File: src/rtl/rca_nbit.sv
// Ripple-carry adder: n full-adder cells chained through a carry vector.
// The sequential multiplier uses it for one partial-product add per cycle.
module rca_nbit #(
  parameter int n = 4
) (
  input  logic [n-1:0] a,
  input  logic [n-1:0] b,
  input  logic         c_in,
  output logic [n-1:0] sum,
  output logic         c_out
);

  logic [n:0] carry;

  assign carry[0] = c_in;

  generate
    for (genvar gi = 0; gi < n; gi++) begin : g_fa
      assign sum[gi]      = a[gi] ^ b[gi] ^ carry[gi];
      assign carry[gi+1]  = (a[gi] & b[gi]) | (carry[gi] & (a[gi] ^ b[gi]));
    end
  endgenerate

  assign c_out = carry[n];

endmodule

File: src/rtl/seq_mult_nbit.sv
// Unsigned n x n -> 2n shift-and-add multiplier; one add per cycle through rca_nbit,
// operands in and product out over valid/ready handshakes.
module seq_mult_nbit #(
  parameter int n = 4
) (
  input  logic           clk,
  input  logic           rst,
  input  logic           in_valid,
  output logic           in_ready,
  input  logic [n-1:0]   a,
  input  logic [n-1:0]   b,
  output logic           out_valid,
  input  logic           out_ready,
  output logic [2*n-1:0] product
);

  localparam int CW = $clog2(n + 1);

  localparam logic [1:0] IDLE = 2'd0;
  localparam logic [1:0] RUN  = 2'd1;
  localparam logic [1:0] DONE = 2'd2;

  logic [1:0]    state_reg, state_next;
  logic [n-1:0]  m_reg, m_next;
  logic [n-1:0]  a_reg, a_next;
  logic [n-1:0]  q_reg, q_next;
  logic          c_reg, c_next;
  logic [CW-1:0] cnt_reg, cnt_next;

  logic [n-1:0]  add_sum;
  logic          add_cout;

  rca_nbit #(.n(n)) u_add (
    .a     (a_reg),
    .b     (m_reg),
    .c_in  (1'b0),
    .sum   (add_sum),
    .c_out (add_cout)
  );

  always_comb begin
    state_next = state_reg;
    m_next     = m_reg;
    a_next     = a_reg;
    q_next     = q_reg;
    c_next     = c_reg;
    cnt_next   = cnt_reg;
    case (state_reg)
      IDLE: begin
        if (in_valid) begin
          m_next     = a;
          q_next     = b;
          a_next     = '0;
          c_next     = 1'b0;
          cnt_next   = CW'(n);
          state_next = RUN;
        end
      end
      RUN: begin
        // The carry re-enters as the accumulator MSB, so nothing escapes the 2n-bit product.
        if (q_reg[0])
          {c_next, a_next, q_next} = {add_cout, add_sum, q_reg} >> 1;
        else
          {c_next, a_next, q_next} = {1'b0, a_reg, q_reg} >> 1;
        cnt_next = cnt_reg - CW'(1);
        if (cnt_reg == CW'(1))
          state_next = DONE;
      end
      DONE: begin
        if (out_ready)
          state_next = IDLE;
      end
      default: state_next = IDLE;
    endcase
  end

  always_ff @(posedge clk) begin
    if (rst) begin
      state_reg <= IDLE;
      m_reg     <= '0;
      a_reg     <= '0;
      q_reg     <= '0;
      c_reg     <= 1'b0;
      cnt_reg   <= '0;
    end else begin
      state_reg <= state_next;
      m_reg     <= m_next;
      a_reg     <= a_next;
      q_reg     <= q_next;
      c_reg     <= c_next;
      cnt_reg   <= cnt_next;
    end
  end

  assign in_ready  = (state_reg == IDLE);
  assign out_valid = (state_reg == DONE);
  assign product   = {a_reg, q_reg};

endmodule

File: config.mk
export PLATFORM = sky130hd
export DESIGN_NAME = seq_mult_nbit
export DESIGN_NICKNAME = d
export VERILOG_FILES = /design/src/rtl/rca_nbit.sv /design/src/rtl/seq_mult_nbit.sv
export SDC_FILE = /design/constraint.sdc
export NUM_CORES = 1
export LEC_CHECK = 0
export BUFFER_PORTS_ARGS = -buffer_cell sky130_fd_sc_hd__buf_4
export CAP_MARGIN = 20
export CORE_ASPECT_RATIO = 0.7
export CORE_UTILIZATION = 46
export CTS_CLUSTER_DIAMETER = 150
export CTS_CLUSTER_SIZE = 10
export DETAILED_ROUTE_END_ITERATION = 10
export HOLD_SLACK_MARGIN = 0.15
export PLACE_DENSITY = 0.73
export SLEW_MARGIN = 20
export SYNTH_ARGS = -nofsm -noshare
export SYNTH_HDL_FRONTEND = slang
export SYNTH_HIERARCHICAL = 1
export SYNTH_SLANG_ARGS = --single-unit
File: constraint.sdc
create_clock -name clk -period 2.3 [get_ports clk]
set_clock_uncertainty 0.1 [all_clocks]
set_input_delay 0.46 -clock clk [delete_from_list [all_inputs] [get_ports clk]]
set_output_delay 0.46 -clock clk [all_outputs]
set_load 0.02 [all_outputs]
-- Yosys cells after proc, flatten, opt, wreduce, memory -nomap -nowiden
Index checks and enable logic that the tools add are counted.
- $add $sub $neg: 1
- eq/ne operators: 6
- mux-type cells: 12
- bitwise operators: 17
- reductions and logical operators: 5
- operators with widths (cell ; number):
    4-bit 2-to-1 mux ; 4
    4-bit case mux with 2 select lines ; 2
    1-bit bitwise AND ; 7
    1-bit bitwise XOR ; 7
    2-bit 2-to-1 mux ; 3
    2-bit case mux with 3 select lines ; 1
    3-bit case mux with 2 select lines ; 1
    2-bit inequality test (second input constant) ; 2
    2-bit AND reduction ; 2
    3-bit by 1-bit equality test with 1-bit output (second input constant) ; 1
    3-bit 2-to-1 mux ; 1
    1-bit OR ; 3
    3-bit AND reduction ; 1
    3-bit by 1-bit subtractor with 3-bit output (second input constant) ; 1
    2-bit by 1-bit equality test with 1-bit output (second input constant) ; 1
    2-bit equality test (second input constant) ; 1
    2-bit zero test ; 1
    2-bit by 1-bit inequality test with 1-bit output (second input constant) ; 1
    2-bit nonzero test ; 1
- register bits: 17
- input port bits: 12

-- Logic depth before layout (Yosys ltp)
Gate-level depths: netlist (run 1).
- depth in word-level cells: 9
- mapped depth: 11
- gate-level depth less buffers: 11

-- Modules after synthesis
The synthesis (run 1) kept the hierarchy.
- modules (own cells, without submodules) (module ; times used ; cells an instance ; area an instance (um^2)):
    seq_mult_nbit ; 1 ; 88 ; 778.2
    rca_nbit ; 1 ; 14 ; 117.6

-- Least setup slack after synthesis (run 1)
Ideal clock, no wire load.
- kind: register to register
- start: register a_reg[0]
- end: register a_reg[2]
- setup time: 132 ps
- arrival: 2194 ps
- data required time: 2068 ps
- path slack: -126 ps
- cell stages (with the launch flop): 12
- path buffers: 0
- cells stage by stage: dfxtp_1 -> fa_1 -> inv_1 -> fa_1 -> inv_1 -> fa_1 -> inv_1 -> fa_1 -> inv_1 -> mux2_2 -> nand2_1 -> a21oi_1
- word-level cells in the longest chain between the ends: 8
- RTL lines (element ; RTL line ; text):
    start, declared ; seq_mult_nbit.sv:25 ; logic [n-1:0] a_reg, a_next;
    start signal, assigned ; seq_mult_nbit.sv:88 ; a_reg <= a_next;
    1-bit bitwise AND (2 in a row) ; rca_nbit.sv:20 ; assign carry[gi+1] = (a[gi] & b[gi]) | (carry[gi] & (a[gi] ^ b[gi]));
    1-bit OR ; rca_nbit.sv:20 ;
    1-bit bitwise AND ; rca_nbit.sv:20 ;
    1-bit OR ; rca_nbit.sv:20 ;
    1-bit bitwise XOR ; rca_nbit.sv:19 ; assign sum[gi] = a[gi] ^ b[gi] ^ carry[gi];
    via add_sum[3] ; seq_mult_nbit.sv:30 ; logic [n-1:0] add_sum;
    4-bit 2-to-1 mux ; seq_mult_nbit.sv:61 ; if (q_reg[0])
    4-bit case mux with 2 select lines ; seq_mult_nbit.sv:48 ; case (state_reg)
The timed path passes the listed nets, and every way through them passes these cells.
A chain may end at the register's enable or synchronous reset.

-- Worst setup path after layout (run 1)
- start: register m_reg[0]
- end: register a_reg[2]
- word-level cells in the longest chain between the ends: 8
- RTL lines (element ; RTL line ; text):
    start, declared ; seq_mult_nbit.sv:24 ; logic [n-1:0] m_reg, m_next;
    start signal, assigned ; seq_mult_nbit.sv:87 ; m_reg <= m_next;
    1-bit bitwise AND (2 in a row) ; rca_nbit.sv:20 ;
    1-bit OR ; rca_nbit.sv:20 ;
    1-bit bitwise AND ; rca_nbit.sv:20 ;
    1-bit OR ; rca_nbit.sv:20 ;
    1-bit bitwise XOR ; rca_nbit.sv:19 ;
    via add_sum[3] ; seq_mult_nbit.sv:30 ;
    4-bit 2-to-1 mux ; seq_mult_nbit.sv:61 ;
    4-bit case mux with 2 select lines ; seq_mult_nbit.sv:48 ;
The timed path passes the listed nets, and every way through them passes these cells.

==> results of run 1 <==
## cell type report
class | count | area, sq um | share of cell area (%)
clock buffers | 4 | 26.3 | 2.40
multi-input cells | 66 | 479 | 43.7
inverters | 14 | 52.6 | 4.79
repair buffers | 22 | 165 | 15.1
well taps | 21 | 26.3 | 2.40
flip-flops and latches | 17 | 347 | 31.6
## metal layers
layer / part of all wire, % / vias up / wire length, um
li1: - / 375 / -
met1: 46 / 350 / 880
met2: 48 / 22 / 924
met3: 5.5 / 4 / 106
met4: 1.2 / 0 / 23
met5: 0 / - / 0
## worst paths after layout
kind / slack [ns] / to / cells after the start
min: 0.31 / m_reg[0] / 3
max: -0.02 / a_reg[2] / 11
min reg2reg: 0.37 / m_reg[3] / 2
max reg2reg: -0.02 / a_reg[2] / 11
## metrics by stage
| step | power (mW) | setup TNS (ns) |
|---|---|---|
| 2_1_floorplan | 0.433 | 0 |
| 3_3_place_gp | 0.474 | 0 |
| 3_5_place_dp | 0.479 | -0.0593 |
| 4_1_cts | 0.642 | -0.0254 |
| 5_1_grt | 0.676 | -0.109 |
| 6_report | 0.637 | -0.0158 |
## synthesized netlist by cell type (3+ instances only)
master,n
nor2_2,3
nor4_1,3
nand2_1,7
dfxtp_1,17
nand3_2,3
nor2_1,12
a21oi_1,7
fa_1,4
inv_1,14
mux2_2,4
nand3_1,4
## power by group through the flow
stage	Sequential [mW]	Clock, mW	Combinational (mW)
6_report	0.335	0.162	0.140
3_5_place_dp	0.341	0	0.138
2_1_floorplan	0.345	0	0.0877
3_3_place_gp	0.340	0	0.134
5_1_grt	0.339	0.183	0.154
4_1_cts	0.335	0.167	0.141
## worst reg2reg max path: stages, from the launching register on
cell     delay, ns
dfxtp_2       0.34
fa_2          0.35
inv_2         0.06
fa_2          0.18
inv_2         0.04
fa_2          0.35
inv_2         0.06
fa_1          0.40
inv_1         0.07
mux2_4        0.14
nand2_1       0.05
a21oi_1       0.14
## cells by family after synthesis
family | Yosys count
buf+inv | 19
simple gates | 38
other cells | 1
flops | 17
mux | 4
compound gates | 17
fa+ha+maj | 6
## repair_timing
item / 4_1_cts / 5_1_grt
hold buffers: 0 / 0
pin swaps: 3 / 0
gates resized for setup: 7 / 0
endpoints found under the setup margin: 1 / 1
cloned: 0 / 0
==> out/metrics.cfg, run 1 <==
[route]
routed_wl_mm=1.93
dr_total_vias=751
postRouteAntennaNets=0
wl_per_cell_um=13.4
drt_iter0_drc=4
post-route-drc-count=0
dr.pass1.iters=4
vias_per_cell=5.22

[clocking]
numCtsBuffers=3
root_buffer=clkbuf_4
clkSlewWorstSetupHoldPaths_ns=0.10
clock_latency_ns=0.29
cts_setup_buffers=0
clock_sinks=17
cts_tree=built
h-tree-depth=1
clock_path_buffers=2

[layout]
final_common_cell=buf_4
final_area_sq_um=1100
antenna_cells=0
layout-drive-gt1-share_pct=36.6
n_fill_cell=162
final_core_util_pct=64.6
final_cell_mix=buf_4 (22), dfxtp_1 (14), nor2_1 (12)
syn_to_final_growth_pct=22.3
final_cells=144
nets=142

[logic_synthesis]
synth_top_area_cell=dfxtp_1
synthXorXnorAreaFrac_pct=0
synthDistinctLibCells=31
syn_nets=120
synth_area_leaders=dfxtp_1 (38%), fa_1 (8.9%), inv_1 (5.9%)
synthFlopType=dfxtp_1
synth_area_sq_um=896
yosysTopAreaCellShare_pct=38.0
synth_edf_count=0
synth_compound_area_share_pct=12.8
ys_seq_elements=17
syn_inst=102
synthSimpleGateAreaFrac_pct=22.2
muxShareOfSynthArea_pct=5.03
synthAdderAreaFrac_pct=11.7
synthArstFlopShare_pct=0
ys_seq_area_share_pct=38.0
synth_warnings=6
avgSynthCellArea_sq_um=8.78
synth_top_family_by_area=simple AND/OR/NAND/NOR gates

[power]
power.switching_mw=0.192
comb_power_share_pct=22.0
ir_drop_uv=438
pwr-share-seq_pct=52.6
pwr-share-clk_pct=25.5
netSwitchingFraction_pct=30.2
leakage_nw=0.473
power.density_nw_per_um2=581
power.internal_mw=0.445

[global_route]
top_usage_layer=met2
grt_use_met2_pct=39.8
grt_pass1_wl_mm=3.13
grt_max_degree=18
gr-usage-met3_pct=8.24
gr-total-overflow=0
met1_usage_pct=25.4
grt.total_usage_pct=22.8
grt_pass1_vias=739
antenna_found_initial=0

[worst_setup_path]
critPathLaunchType=register
worstPathBufferInverterCount=4
critPathKind=register to register
crit_fanout=2
worstPathArrival_ns=2.45
cp_data_required_time_ns=2.43
cp_slowest_stage_delay_ns=0.40
startpoint=m_reg[0]
end_kind=register
worst_path_max_delay_cell=fa_1
crit_chain=fa_2 -> inv_2 -> fa_2 -> inv_2 -> fa_2 -> inv_2 -> fa_1 -> inv_1 -> mux2_4 -> nand2_1 -> a21oi_1
cp_top_family=adder cells
reg2reg_from=m_reg[0]

[sta]
min_period_over_period_pct=101
rsz0062_at_grt=true
slew_viol_final=0
whs_ns=0.315
slew_headroom_pct=63.2
tightest_slew_ns=0.551
setup_viol=1
hold_viol=0
min_period_ns=2.32
fmax_mhz=432
setup_slack_ns=-0.0158

[min_path]
hold_path.startpoint=a[0]
min_path_type=primary input to register

[status]
failed_checks=setup timing
status=finished with violations

[die]
placementRows=12
die_w_um=54.7
core_area_sq_um=1700
die_h_um=38.9
io_pins=22
initial_core_util_pct=52.8
dieArea_sq_um=2130

[placed_design]
hpwl_mm=1.41
dpl_cell_area_sq_um=1060
dp_worst_setup_slack_ns=-0.0593
gp_congestion=0.732
dpl.cell_count=140
port_buffers=21

[run]
cap_viol_max_count=0

(Power assumes the default switching activity.)
==> run 2: changes to the inputs <==
ABC_AREA = 1   (was unset)
==> run 2 against run 1 <==
  * The run now ends clean
  * Synthesized cell count increased by 26%
  * Count of clock-buffer cells in the layout decreased by 1
  * Synthesized area increased by 1.1%
  * Highest routed layer unchanged
  * Non-clock buffer count unchanged
  * Fmax increased by 1.7%
  * First-iteration DRC count increased to 3.5 times the previous value
  * Global-route usage decreased by 2.3 points
  * Critical path depth increased by 1
  * Sequential power about the same
==> out/metrics.cfg, run 2 <==
[placed_design]
dpl_cell_area_sq_um=1080
hpwl_mm=1.32
gp_congestion=0.759
port_buffers=21

[logic_synthesis]
synth_area_sq_um=906
avgSynthCellArea_sq_um=7.02
ys_seq_area_share_pct=37.6
synthTopCellsByCount=nand2_1 (36), inv_1 (21), nor2_1 (19), dfxtp_1 (17), a21oi_1 (9)
synth_edf_count=0
synth_most_common_cell=nand2_1
synthDistinctLibCells=19
synthArstFlopShare_pct=0
synth_top_area_cell=dfxtp_1
syn_inst=129
syn_nets=147
synth_warnings=6
ys_seq_elements=17
synth_area_leaders=dfxtp_1 (38%), nand2_1 (15%), fa_1 (8.8%)
yosysTopAreaCellShare_pct=37.6
synthFlopType=dfxtp_1

[global_route]
grt_pass1_wl_mm=2.86
grt.total_usage_pct=20.4
grt_max_degree=15
grt_pass1_vias=662
antenna_found_initial=0
gr-total-overflow=0

[layout]
n_fill_cell=188
final_area_sq_um=1120
final_cell_mix=nand2_1 (36), buf_4 (22), nor2_1 (19), inv_1 (19), dfxtp_1 (15)
final_common_cell=nand2_1
nets=172
antenna_cells=0
layout-drive-gt1-share_pct=24.2
syn_to_final_growth_pct=23.8

[route]
routed_wl_mm=1.79
wl_per_cell_um=10.3
drt_iter0_drc=14
dr_total_vias=814
dr.pass1.iters=4
postRouteAntennaNets=0
vias_per_cell=4.65
post-route-drc-count=0

[clocking]
clkSlewWorstSetupHoldPaths_ns=0.10
clock_path_buffers=2
cts_tree=built
clock_sinks=17
clock_latency_ns=0.29
numCtsBuffers=3
root_buffer=clkbuf_4
h-tree-depth=1

[sta]
min_period_ns=2.28
slew_viol_final=0
rsz0062_at_grt=true
hold_viol=0
tns_ns=0
fmax_mhz=439
setup_viol=0
min_period_over_period_pct=99.0

[worst_setup_path]
worst_path_most_repeated_cell=nand2_1
cp_slowest_stage_delay_ns=0.41
reg2reg_from=m_reg[0]
end_kind=register
cp_data_required_time_ns=2.44
ff2ff_path_depth=12
worst_path_max_delay_cell=fa_1
crit_chain=fa_2 -> inv_2 -> fa_1 -> inv_1 -> fa_2 -> inv_2 -> fa_1 -> inv_1 -> nand2_1 -> nand2_1 -> nand2_1 -> a21oi_1
worstPathArrival_ns=2.41
startpoint=m_reg[0]
crit_fanout=2
rrSetupSlack_ns=0.02
critPathLaunchType=register
critPathKind=register to register
r2r_end=a_reg[2]
worstPathBufferInverterCount=4
cp_top_family=adder cells

[min_path]
hold_depth=2
hold_path_end=a_reg[0]
hold_path.startpoint=rst
min_path_type=primary input to register

[power]
power.density_nw_per_um2=583
ir_drop_uv=385
finalPower_mw=0.654
leakage_nw=0.551

[status]
status=finished clean

[die]
die_h_um=39.1
dieArea_sq_um=2150
placementRows=13
initial_core_util_pct=48.9
io_pins=22
die_w_um=55.0
core_area_sq_um=1850

[run]
cap_viol_max_count=0

[run 2: cell count changes after synthesis, moves of 3 or more]
cell | previous run | this run
nand2_1 | 7 | 36
inv_1 | 14 | 21
nor2_1 | 12 | 19
o21ai_0 | 1 | 8
mux2_2 | 4 | 0
nand3_2 | 3 | 0
nor2_2 | 3 | 0
nor4_1 | 3 | 0
[run 2: layout make-up]
cell class	count	area, sq um	area share, %
multi-input cells	87	469	41.9
flip-flops and latches	17	345	30.8
repair buffers	22	165	14.7
inverters	23	86.3	7.70
well taps	22	27.5	2.46
clock buffers	3	22.5	2.01
clock inverters	1	5.00	0.446
[run 2: worst max path at each step]
stage / endpoint / slack, ns / cells past startpoint
final: a_reg[2] / 0.02 / 12
after CTS: a_reg[2] / 0.003 / 12
after global routing: a_reg[2] / -0.12 / 12
after global placement: a_reg[2] / 0.03 / 12
after detailed placement: a_reg[2] / -0.02 / 12
after floorplan: a_reg[2] / 0.04 / 12
[run 2: where the power goes]
part	leakage, nW	internal (mW)	switching [mW]
clock	0.0177	0.0648	0.0979
combinational	0.393	0.0648	0.0890
sequential	0.141	0.317	0.0201
total	0.551	0.446	0.207
[run 2: cell families (layout without fill, tap and decap cells)]
family	Yosys count	after routing	synth area share [%]
flip-flops	17	17	37.6
AND/OR/NAND/NOR	61	61	27.1
AO/OA/AOI/OAI	18	18	11.2
adder cells (fa/ha/maj)	6	6	11.6
XOR/XNOR	1	1	0.967
buffers and inverters	25	49	11.2
other	1	1	0.414
[run 2: stage by stage]
stage	setup WS [ns]	hold slack, ns	util [%]	cells
6_report	0.0240	0.294	60.5	175
5_1_grt	-0.115	0.274	60.5	175
4_1_cts	0.00339	0.282	60.5	175
3_5_place_dp	-0.0177	0.357	58.4	170
3_3_place_gp	0.0336	0.354	58.4	170
2_1_floorplan	0.0389	0.343	-	129
[run 2: what timing repair did]
item,in CTS,in global routing
setup buffers,1,0
resized for setup,4,0
hold buffers,0,0
pin swaps,3,2
setup endpoints to repair,1,1
[run 2: worst reg2reg max path: cells and delay by family (launching register included)]
family          cells  cell delay [ns]
fa+ha+maj           4             1.23
flops               1             0.35
buf+inv             4             0.24
simple gates        3             0.19
compound gates      1             0.13
[run 2: metal layers]
layer	global-route usage (%)	vias up	wire length (um)
met2	32.5	16	799
li1	-	433	-
met5	0	-	0
met4	5.63	0	14
met1	25.3	363	899
met3	8.24	2	81
==> run 3: changes to the inputs <==
GPL_TIMING_DRIVEN = 0   (was unset)
REMOVE_ABC_BUFFERS = 1   (was unset)
==> run 3 against run 2 <==
  * Sequential power about the same
  * Power up 0.77%
  * Worst hold slack worse by 0.0064 ns
  * Final cell count unchanged
  * Sequential share of layout area down 0.069 points
  * Utilization up 0.13 points
  * Combinational power about the same
  * Critical endpoint unchanged
  * First-iteration DRC count down 43%
  * Flip-flop and latch count unchanged
  * Via count down 1.8%
==> out/metrics.cfg, run 3 (synthesis gave the netlist of run 2 again) <==
[status]
status=finished clean

[route]
routed_wl_mm=1.76
wl_per_cell_um=10.1
postRouteAntennaNets=0
drt_iter0_drc=8
dr.pass1.iters=4
vias_per_cell=4.57
dr_total_vias=799
post-route-drc-count=0

[sta]
whs_ns=0.288
min_period_ns=2.24
setup_viol=0
tns_ns=0
rsz0062_at_grt=true
fmax_mhz=446
slew_viol_final=0
min_period_over_period_pct=97.5
hold_viol=0

[global_route]
antenna_found_initial=0
grt_pass1_vias=708
gr-total-overflow=0
grt_pass1_wl_mm=2.90
grt_max_degree=15
grt.total_usage_pct=20.0

[worst_setup_path]
worst_path_max_delay_cell=fa_1
crit_fanout=2
end_kind=register
cp_slowest_stage_delay_ns=0.39
crit_chain=fa_2 -> inv_2 -> fa_2 -> inv_2 -> fa_2 -> inv_2 -> fa_1 -> inv_1 -> nand2_1 -> nand2_1 -> nand2_1 -> a21oi_1
cp_data_required_time_ns=2.44
worstPathBufferInverterCount=4
critPathLaunchType=register
critPathKind=register to register
cp_top_family=adder cells
worstPathArrival_ns=2.38

[die]
dieArea_sq_um=2150
io_pins=22
die_w_um=55.0
die_h_um=39.1
placementRows=13
core_area_sq_um=1850
initial_core_util_pct=48.9

[clocking]
cts_tree=built
root_buffer=clkbuf_4
clock_path_buffers=2
clock_sinks=17
clock_latency_ns=0.30
clkSlewWorstSetupHoldPaths_ns=0.11
numCtsBuffers=3
h-tree-depth=1

[power]
power.density_nw_per_um2=586
leakage_nw=0.550
finalPower_mw=0.659
ir_drop_uv=356

[min_path]
min_path_type=primary input to register

[placed_design]
dpl.cell_count=170
hpwl_mm=1.31
gp_congestion=0.761
port_buffers=21

[layout]
final_common_cell=nand2_1
layout-drive-gt1-share_pct=25.5
nets=172
syn_to_final_growth_pct=24.0
final_cell_mix=nand2_1 (36), buf_4 (22), nor2_1 (19)
antenna_cells=0
final_cells=175

[run]
cap_viol_max_count=0

[run 3: cell counts in the layout (fill, tap and decap cells not counted)]
Identical to the previous run, type by type.
[run 3: final cells by class]
class / count / area (sq um)
timing repair buffer: 22 / 165
clock buffer: 3 / 22.5
fill: 180 / 731
tap: 22 / 27.5
sequential: 17 / 345
multi-input combinational: 87 / 472
clock inverter: 1 / 5.00
inverter: 23 / 86.3
[run 3: power breakdown]
group	internal (mW)	switching, mW	total (mW)
Sequential	0.317	0.0208	0.338
Clock	0.0648	0.102	0.167
Combinational	0.0651	0.0889	0.154
Total	0.447	0.212	0.659
[run 3: final timing paths]
path | startpoint | to | slack [ns] | cells past startpoint
worst max-delay path | m_reg[0] | a_reg[2] | 0.06 | 12
worst max register to register | m_reg[0] | a_reg[2] | 0.06 | 12
worst min-delay path | rst | a_reg[0] | 0.29 | 2
worst min register to register | cnt_reg[1] | cnt_reg[1] | 0.38 | 2
[run 3: per-stage QoR]
step	util [%]	instance area, sq um	worst slack [ns]
floorplan	-	891	-0.0618
global placement	58.0	1080	-0.0315
detailed placement	58.0	1080	-0.0735
CTS	60.6	1120	0.0291
global route	60.6	1120	-0.0501
finish	60.6	1120	0.0576
[run 3: what timing repair did]
action | in CTS | in global routing
endpoints found under the setup margin | 1 | 1
setup buffers | 1 | 0
pin swaps | 3 | 1
gates resized for setup | 7 | 2
hold buffers | 0 | 0
[run 3: per-layer routing]
metal  vias up  share of wire (%)  GRT usage [%]
li1        431                  -              -
met2        15                 44           33.4
met1       353                 51           24.2
met4         0                  0           3.75
met3         0                4.8           8.24
met5         -                  0              0
[run 3: worst reg2reg max path: stages, from the launching register on]
cell,delay [ns]
dfxtp_2,0.34
fa_2,0.35
inv_2,0.06
fa_2,0.18
inv_2,0.04
fa_2,0.33
inv_2,0.06
fa_1,0.39
inv_1,0.06
nand2_1,0.04
nand2_1,0.07
nand2_1,0.05
a21oi_1,0.12
